**src/rtl/input_conditioner.sv**
```systemverilog
// Front end for the display sequencer: tick prescaler plus
// synchronised, debounced, auto-repeating set buttons.
module input_conditioner #(
  parameter int TICK_DIV      = 32768,
  parameter int DB_DIV        = 256,
  parameter int DB_COUNT      = 4,
  parameter int REPEAT_DELAY  = 128,
  parameter int REPEAT_PERIOD = 32
) (
  input  logic Clock,
  input  logic nReset,
  input  logic MinIn,
  input  logic HourIn,
  output logic Tick,
  output logic SyncMinIn,
  output logic SyncHourIn
);

  localparam int TW = ($clog2(TICK_DIV) < 1) ? 1 : $clog2(TICK_DIV);
  localparam int SW = ($clog2(DB_DIV) < 1) ? 1 : $clog2(DB_DIV);
  localparam int AW = $clog2(DB_COUNT + 1);
  localparam int RW = $clog2(REPEAT_DELAY + 1);

  localparam logic [TW-1:0] TICK_LAST = TW'(TICK_DIV - 1);
  localparam logic [SW-1:0] STB_LAST  = SW'(DB_DIV - 1);
  localparam logic [AW-1:0] AGREE_END = AW'(DB_COUNT);
  localparam logic [RW-1:0] REP_END   = RW'(REPEAT_DELAY);
  // Clamp keeps the reload legal when the period exceeds the delay
  localparam logic [RW-1:0] REP_LOAD  =
    (REPEAT_DELAY > REPEAT_PERIOD) ?
    RW'(REPEAT_DELAY - REPEAT_PERIOD) : '0;

  logic [TW-1:0] r_tick_cnt;
  logic          r_tick;
  logic [SW-1:0] r_stb_cnt;
  logic          r_stb;
  logic [1:0]    w_raw;
  logic [1:0]    w_pulse;

  assign w_raw = {HourIn, MinIn};

  always_ff @(posedge Clock or negedge nReset) begin
    if (!nReset) begin
      r_tick_cnt <= '0;
      r_tick     <= 1'b0;
      r_stb_cnt  <= '0;
      r_stb      <= 1'b0;
    end else begin
      r_tick     <= (r_tick_cnt == TICK_LAST);
      r_tick_cnt <= (r_tick_cnt == TICK_LAST) ?
                    '0 : r_tick_cnt + TW'(1);
      r_stb      <= (r_stb_cnt == STB_LAST);
      r_stb_cnt  <= (r_stb_cnt == STB_LAST) ?
                    '0 : r_stb_cnt + SW'(1);
    end
  end

  for (genvar g = 0; g < 2; g++) begin : g_btn
    logic          r_sync1;
    logic          r_sync2;
    logic          r_db;
    logic [AW-1:0] r_agree;
    logic [RW-1:0] r_rep;
    logic          r_pulse;
    logic [AW-1:0] w_agree_inc;
    logic [RW-1:0] w_rep_inc;
    logic          w_toggle;
    logic          w_rep_hit;

    always_comb begin
      w_agree_inc = r_agree + AW'(1);
      w_rep_inc   = r_rep + RW'(1);
      w_toggle    = r_stb && (r_sync2 != r_db) &&
                    (w_agree_inc == AGREE_END);
      // A release toggle wins over a repeat due on the same strobe
      w_rep_hit   = r_stb && r_db && !w_toggle &&
                    (w_rep_inc == REP_END);
    end

    always_ff @(posedge Clock or negedge nReset) begin
      if (!nReset) begin
        r_sync1 <= 1'b0;
        r_sync2 <= 1'b0;
        r_db    <= 1'b0;
        r_agree <= '0;
        r_rep   <= '0;
        r_pulse <= 1'b0;
      end else begin
        r_sync1 <= w_raw[g];
        r_sync2 <= r_sync1;
        r_pulse <= (w_toggle && !r_db) || w_rep_hit;
        if (r_stb) begin
          if (r_sync2 == r_db) begin
            r_agree <= '0;
          end else if (w_toggle) begin
            r_agree <= '0;
            r_db    <= ~r_db;
          end else begin
            r_agree <= w_agree_inc;
          end
          if (w_toggle) begin
            r_rep <= '0;
          end else if (r_db) begin
            r_rep <= w_rep_hit ? REP_LOAD : w_rep_inc;
          end
        end
      end
    end

    assign w_pulse[g] = r_pulse;
  end

  assign Tick       = r_tick;
  assign SyncMinIn  = w_pulse[0];
  assign SyncHourIn = w_pulse[1];

endmodule

```
**config.mk**
```make
export PLATFORM = sky130hd
export DESIGN_NAME = input_conditioner
export DESIGN_NICKNAME = d
export VERILOG_FILES = /design/src/rtl/input_conditioner.sv
export SDC_FILE = /design/constraint.sdc
export NUM_CORES = 1
export LEC_CHECK = 0
export CAP_MARGIN = 40
export CORE_MARGIN = 3
export CORE_UTILIZATION = 65
export DETAILED_ROUTE_END_ITERATION = 10
export GPL_TIMING_DRIVEN = 0
export PLACE_DENSITY = 0.83
export SLEW_MARGIN = 20
export SYNTH_ARGS = -nofsm -noshare
export SYNTH_HDL_FRONTEND = slang
export SYNTH_SLANG_ARGS = --single-unit
```
**constraint.sdc**
```tcl
create_clock -name Clock -period 3.9 [get_ports Clock]
set_input_delay 0.78 -clock Clock [delete_from_list [all_inputs] [get_ports Clock]]
set_output_delay 0.78 -clock Clock [all_outputs]
set_load 0.03 [all_outputs]
```
# Yosys cells after proc, flatten, opt, wreduce, memory -nomap -nowiden
# Cells that the tools add are included.
# classes
mux,12
div_mod_pow,0
bitwise,4
n_lt_le_gt_ge,0
shift,0
n_reduce_logical,24
eq_ne,10
n_mul,0
n_addsub,6
# ops
op,count
two-way mux 8 bit,7
adder 8 x 1 -> 8 bit (second input constant),3
equality test 8 bit (second input constant),3
adder 15 x 1 -> 15 bit (second input constant),1
equality test 15 bit (second input constant),1
two-way mux 15 bit,1
logical AND 1 bit,12
two-way mux 3 bit,4
adder 3 x 1 -> 3 bit (second input constant),2
equality test 3 bit (second input constant),2
AND reduction 3 bit,2
logical NOT 1 bit,4
NOT 1 bit,4
AND reduction 2 bit,2
nonzero test 2 bit,2
equality test 1 bit,2
logical OR 1 bit,2
!= test 1 bit,2
# word_totals
mem_count,0
regBits,55
rom_bits,0
output_inout_bits,3
word_cells,72
latchBits,0
ram_bits,0
input_bits,4

# Longest topological paths before layout
# depth
ltp_word,9
mapped_depth,8
mapped_depth_nobuf,7

# Least setup slack after synthesis
# No wires, ideal clock.
# synth_path
kind,register -> register
from,reg g_btn[0].r_rep[0]
to,reg g_btn[0].r_rep[0]
period_less_slack_ns,1.791
setup_time_ns,0.125
arrival_time_ns,1.666
n_path_buf,0
required_time_ns,3.775
path_stages_with_launch,8
setup_slack_ns,2.109
cell_sequence,dfrtp_1 ha_1 nand3_2 or3_1 o311ai_1 and4_4 or2_1 o21ai_1
# synth_via
elab_chain_len,6
# synth_rtl
item,line,rtl
start: declaration,63,logic [RW-1:0] r_rep;
start signal: assignment,104,r_rep <= w_rep_hit ? REP_LOAD : w_rep_inc;
adder 8 x 1 -> 8 bit (*),72,w_rep_inc = r_rep + RW'(1);
equality test 8 bit,77,(w_rep_inc == REP_END);
logical AND 1 bit,76,w_rep_hit = r_stb && r_db && !w_toggle &&
two-way mux 8 bit (*),104,
two-way mux 8 bit (*),103,end else if (r_db) begin
two-way mux 8 bit (*),101,if (w_toggle) begin
# Mark *: on every way between the ends. The rest lies on a longest branch, timed or not. The select of a mux whose other input is x is not followed.
# A chain may end at the register's enable or synchronous reset.

# Final worst setup path
# layout_path
from,"reg g_btn[0].r_pulse, in the netlist SyncMinIn"
to,out SyncMinIn
# layout_lines
item,line,rtl
start: declaration,64,logic r_pulse;
start signal: assignment,91,r_pulse <= (w_toggle && !r_db) || w_rep_hit;
end: declaration,15,"output logic SyncMinIn,"
# No word-level cell between the ends.

==> flow_metrics.env <==
export IMPL_grt_pass1_vias=1803
export IMPL_insertion_delay_ns=0.31
export IMPL_wl_per_cell_um=13.2
export IMPL_clock_tree_htree_level_count=2
export IMPL_synth_enable_flop_cells=0
export IMPL_multi_input_area_sq_um=1250
export IMPL_worstHoldStart="g_btn[1].r_sync1$_DFF_PN0_"
export IMPL_finalCritPeriodShare_pct=53.2
export IMPL_placed_cells_incl_taps=322
export IMPL_stdcell_count=330
export IMPL_peak_clock_frequency_supported_by_timing_ghz=0.482
export IMPL_drv_max_cap_violation_count=0
export IMPL_clk_transition_reported_paths_ns=0.09
export IMPL_reg2reg_depth=7
export IMPL_nNetsFinal=295
export IMPL_synthesis_area_per_instance_sq_um=10.1
export IMPL_crit_end_element="output port"
export IMPL_rsz_0062_raised_after_global_routing="false"
export IMPL_status="finished, final reports clean"
export IMPL_post_cts_setup_buffer_count=0
export IMPL_worstReg2RegStart="g_btn[0].r_rep[0]$_DFFE_PN0P_"
export IMPL_grt_antenna_before_repair=0
export IMPL_r2r_end="g_btn[0].r_rep[0]$_DFFE_PN0P_"
export IMPL_cp_data_arrival_time_ns=1.29
export IMPL_rrSetupSlack_ns=1.88
export IMPL_post_cts_hold_fix_bufs=0
export IMPL_finalCriticalPeriod_ns=2.07
export IMPL_worst_endpoint_required_ns=3.12
export IMPL_finalHoldWorstSlack_ns=0.351
export IMPL_dp_final_hpwl_um=3060
export IMPL_final_fill_count=273
export IMPL_post_synth_inst_count=268
export IMPL_regArea_sq_um=1380
export IMPL_synth_net_count=282
export IMPL_hold_path_class="reg -> reg"
export IMPL_post_cts_resized=0
export IMPL_drt_iter0_drc=132
export IMPL_finalHoldViolCount=0
export IMPL_layout_area_overhead_vs_synth_pct=7.34
export IMPL_slew_limit_fails=0
export IMPL_clock_skew_ns=0.0120
export IMPL_placementRows=22
export IMPL_coreArea_sq_um=3830
export IMPL_grt_start_max_net_pins=56
export IMPL_final_antenna_net_count=0
export IMPL_slowest_stage="sky130_fd_sc_hd__clkdlybuf4s50_1"
export IMPL_max_slew_margin_rel_pct=56.6
export IMPL_dominantRegCellSynth="sky130_fd_sc_hd__dfrtp_1"
export IMPL_placed_cell_area_sq_um=2830
export IMPL_critical_path_cell_chain="clkdlybuf4s50_1"
export IMPL_power_leakage_nw=1.32
export IMPL_synthesized_flop_and_latch_total=55
export IMPL_netlist_cell_type_count=49
export IMPL_final_setup_viol_count=0
export IMPL_avgViaCountPerCell=5.76
export IMPL_critPathBufInv=1
export IMPL_clockBufferDepth=2
export IMPL_detail_route_drc_violations=0
export IMPL_ys_warnings_count=0
export IMPL_number_of_vias_in_the_routed_layout=1901
export IMPL_dieHeight_um=70.6
export IMPL_timing_critical_path_from_type="flip-flop"
export IMPL_final_setup_tns_ns=0
export IMPL_die_area_sq_um=4980
export IMPL_track_usage_pct=19.1
export IMPL_post_layout_total_power_w=0.000886
export IMPL_detail_route_first_pass_iterations=4
export IMPL_final_replace_weighted_congestion=0.823
export IMPL_layout_cells_sized_above_1_pct=8.16
export IMPL_final_design_area_no_fill_sq_um=2910
export IMPL_timing_worst_slew_pin_value_ns=0.651
export IMPL_root_buffer="sky130_fd_sc_hd__clkbuf_8"
export IMPL_crit_path_max_fanout=1
export IMPL_io_pins=7
export IMPL_port_buffers=6
export IMPL_initial_utilization_pct=70.8
export IMPL_chipWidth_um=70.6
export IMPL_p_per_area_nw_per_um2=305
export IMPL_worst_hold_path_endpoint="g_btn[1].r_sync2$_DFF_PN0_"
export IMPL_final_common_cell="sky130_fd_sc_hd__dfrtp_1"
export IMPL_routed_wl_um=4350
export IMPL_mostFrequentLayoutCells="sky130_fd_sc_hd__dfrtp_1, sky130_fd_sc_hd__nand2_1, sky130_fd_sc_hd__nor2_1"
export IMPL_worst_hold_path_num_cells=0
export IMPL_grt_pass1_wl_um=7690
export IMPL_synth_cell_area_sq_um=2710
export IMPL_async_flop_share_pct=100
export IMPL_seq_area_frac_synth_pct=50.8
export IMPL_cts_tree="built"
export IMPL_path_delay_family="buffers and inverters"
export IMPL_critical_path_max_stage_delay_ns=0.66
export IMPL_vdd_ir_drop_max_uv=268
export IMPL_worstSetupPathType="reg -> out"
export IMPL_num_antenna_cells=0
export IMPL_tritoncts_num_sinks=55
export IMPL_cts_inserted_buffers=5
export IMPL_grt_overflow=0
[flip-flops by register name, summed over array words and instances, names as in the netlist]
register,count
g_btn.r_rep,16
r_tick_cnt,15
r_stb_cnt,8
g_btn.r_agree,6
g_btn.r_db,2
g_btn.r_sync1,2
g_btn.r_sync2,2
SyncHourIn,1
SyncMinIn,1
Tick,1
r_stb,1
[worst register-to-register path, stage by stage (launching register included)]
cell and delay [ns]:
sky130_fd_sc_hd__dfrtp_1 0.45, sky130_fd_sc_hd__ha_1 0.33, sky130_fd_sc_hd__nand3_2 0.14, sky130_fd_sc_hd__or3_1 0.38, sky130_fd_sc_hd__o311ai_1 0.10, sky130_fd_sc_hd__and4_4 0.31
sky130_fd_sc_hd__or2_1 0.13, sky130_fd_sc_hd__o21ai_1 0.07
[Yosys cell counts (2+ instances only)]
library cell               count  area share (%)
sky130_fd_sc_hd__a21oi_1       5            0.92
sky130_fd_sc_hd__and3_1        6             1.4
sky130_fd_sc_hd__o21ai_1       4            0.74
sky130_fd_sc_hd__inv_1        12             1.7
sky130_fd_sc_hd__nor2b_1       2            0.46
sky130_fd_sc_hd__nand2_1      30             4.2
sky130_fd_sc_hd__dfrtp_1      55              51
sky130_fd_sc_hd__a211o_1       4             1.3
sky130_fd_sc_hd__a21o_1        3            0.83
sky130_fd_sc_hd__nor2_1       22             3.0
sky130_fd_sc_hd__nand3_1      19             3.5
sky130_fd_sc_hd__clkbuf_1      3            0.42
sky130_fd_sc_hd__o21ai_0      14             2.6
sky130_fd_sc_hd__o31ai_1       3            0.83
sky130_fd_sc_hd__nand4b_1      2            0.65
sky130_fd_sc_hd__ha_1         10             4.6
sky130_fd_sc_hd__xnor2_1      11             3.6
sky130_fd_sc_hd__xor2_1       14             4.5
sky130_fd_sc_hd__or3_1         2            0.46
sky130_fd_sc_hd__nor3b_1       4             1.1
sky130_fd_sc_hd__buf_2         2            0.37
sky130_fd_sc_hd__and4_1        3            0.97
sky130_fd_sc_hd__nand4_1       7             1.6
sky130_fd_sc_hd__buf_4         2            0.55
sky130_fd_sc_hd__o311ai_1      2            0.65
sky130_fd_sc_hd__o211ai_1      2            0.55
sky130_fd_sc_hd__nor3_1        3            0.55
[stage by stage]
stage | util, % | setup slack, ns
2_1_floorplan | - | 2.11
3_3_place_gp | 74.0 | 0.449
3_5_place_dp | 73.9 | 1.90
4_1_cts | 76.0 | 1.81
5_1_grt | 76.0 | 1.74
6_report | 76.0 | 1.83
[how the worst max path moves through the flow]
stage | from | end | slack, ns | depth (start not counted)
after detailed placement | g_btn[0].r_rep[0]$_DFFE_PN0P_ | g_btn[0].r_rep[0]$_DFFE_PN0P_ | 1.90 | 7
after global placement | nReset | r_tick_cnt[14]$_DFF_PN0_ | 0.45 | 1
after floorplan | g_btn[0].r_rep[0]$_DFFE_PN0P_ | g_btn[0].r_rep[0]$_DFFE_PN0P_ | 2.11 | 7
after CTS | SyncMinIn$_DFF_PN0_ | SyncMinIn | 1.81 | 1
after global routing | g_btn[0].r_rep[0]$_DFFE_PN0P_ | g_btn[0].r_rep[1]$_DFFE_PN0P_ | 1.74 | 7
final | SyncMinIn$_DFF_PN0_ | SyncMinIn | 1.83 | 1
[layout make-up]
cell class              count  share of cell area [%]
clock buffers               7                    2.62
inverters                  12                    1.55
flip-flops and latches     55                    47.3
multi-input cells         194                    43.1
plain buffers               7                    1.25
clock inverters             1                   0.172
well taps                  48                    2.06
repair buffers              6                    1.98
[where the power goes]
part / total (W) / switching (W) / internal (W)
combinational: 0.0000145 / 0.0000115 / 0.00000298
clock: 0.000298 / 0.000172 / 0.000126
sequential: 0.000573 / 0.00000145 / 0.000572
[kinds of logic (layout without fill, tap and decap cells)]
| logic type | count (synthesis) | after routing | synth area share [%] |
|---|---|---|---|
| xor+xnor | 25 | 25 | 8.08 |
| fa+ha+maj | 10 | 10 | 4.62 |
| buf+inv | 19 | 33 | 3.00 |
| compound gates | 48 | 48 | 12.1 |
| simple gates | 110 | 110 | 21.1 |
| mux | 1 | 1 | 0.415 |
| flops | 55 | 55 | 50.8 |
[routing by layer]
layer | up-vias | track usage, % | share of wire (%)
li1 | 961 | - | -
met1 | 908 | 24.1 | 46
met2 | 26 | 31.9 | 48
met3 | 6 | 4.97 | 3.5
met4 | 0 | 7.10 | 1.5
met5 | - | 0 | 0
No activity file was read; power rests on OpenSTA's default activity.
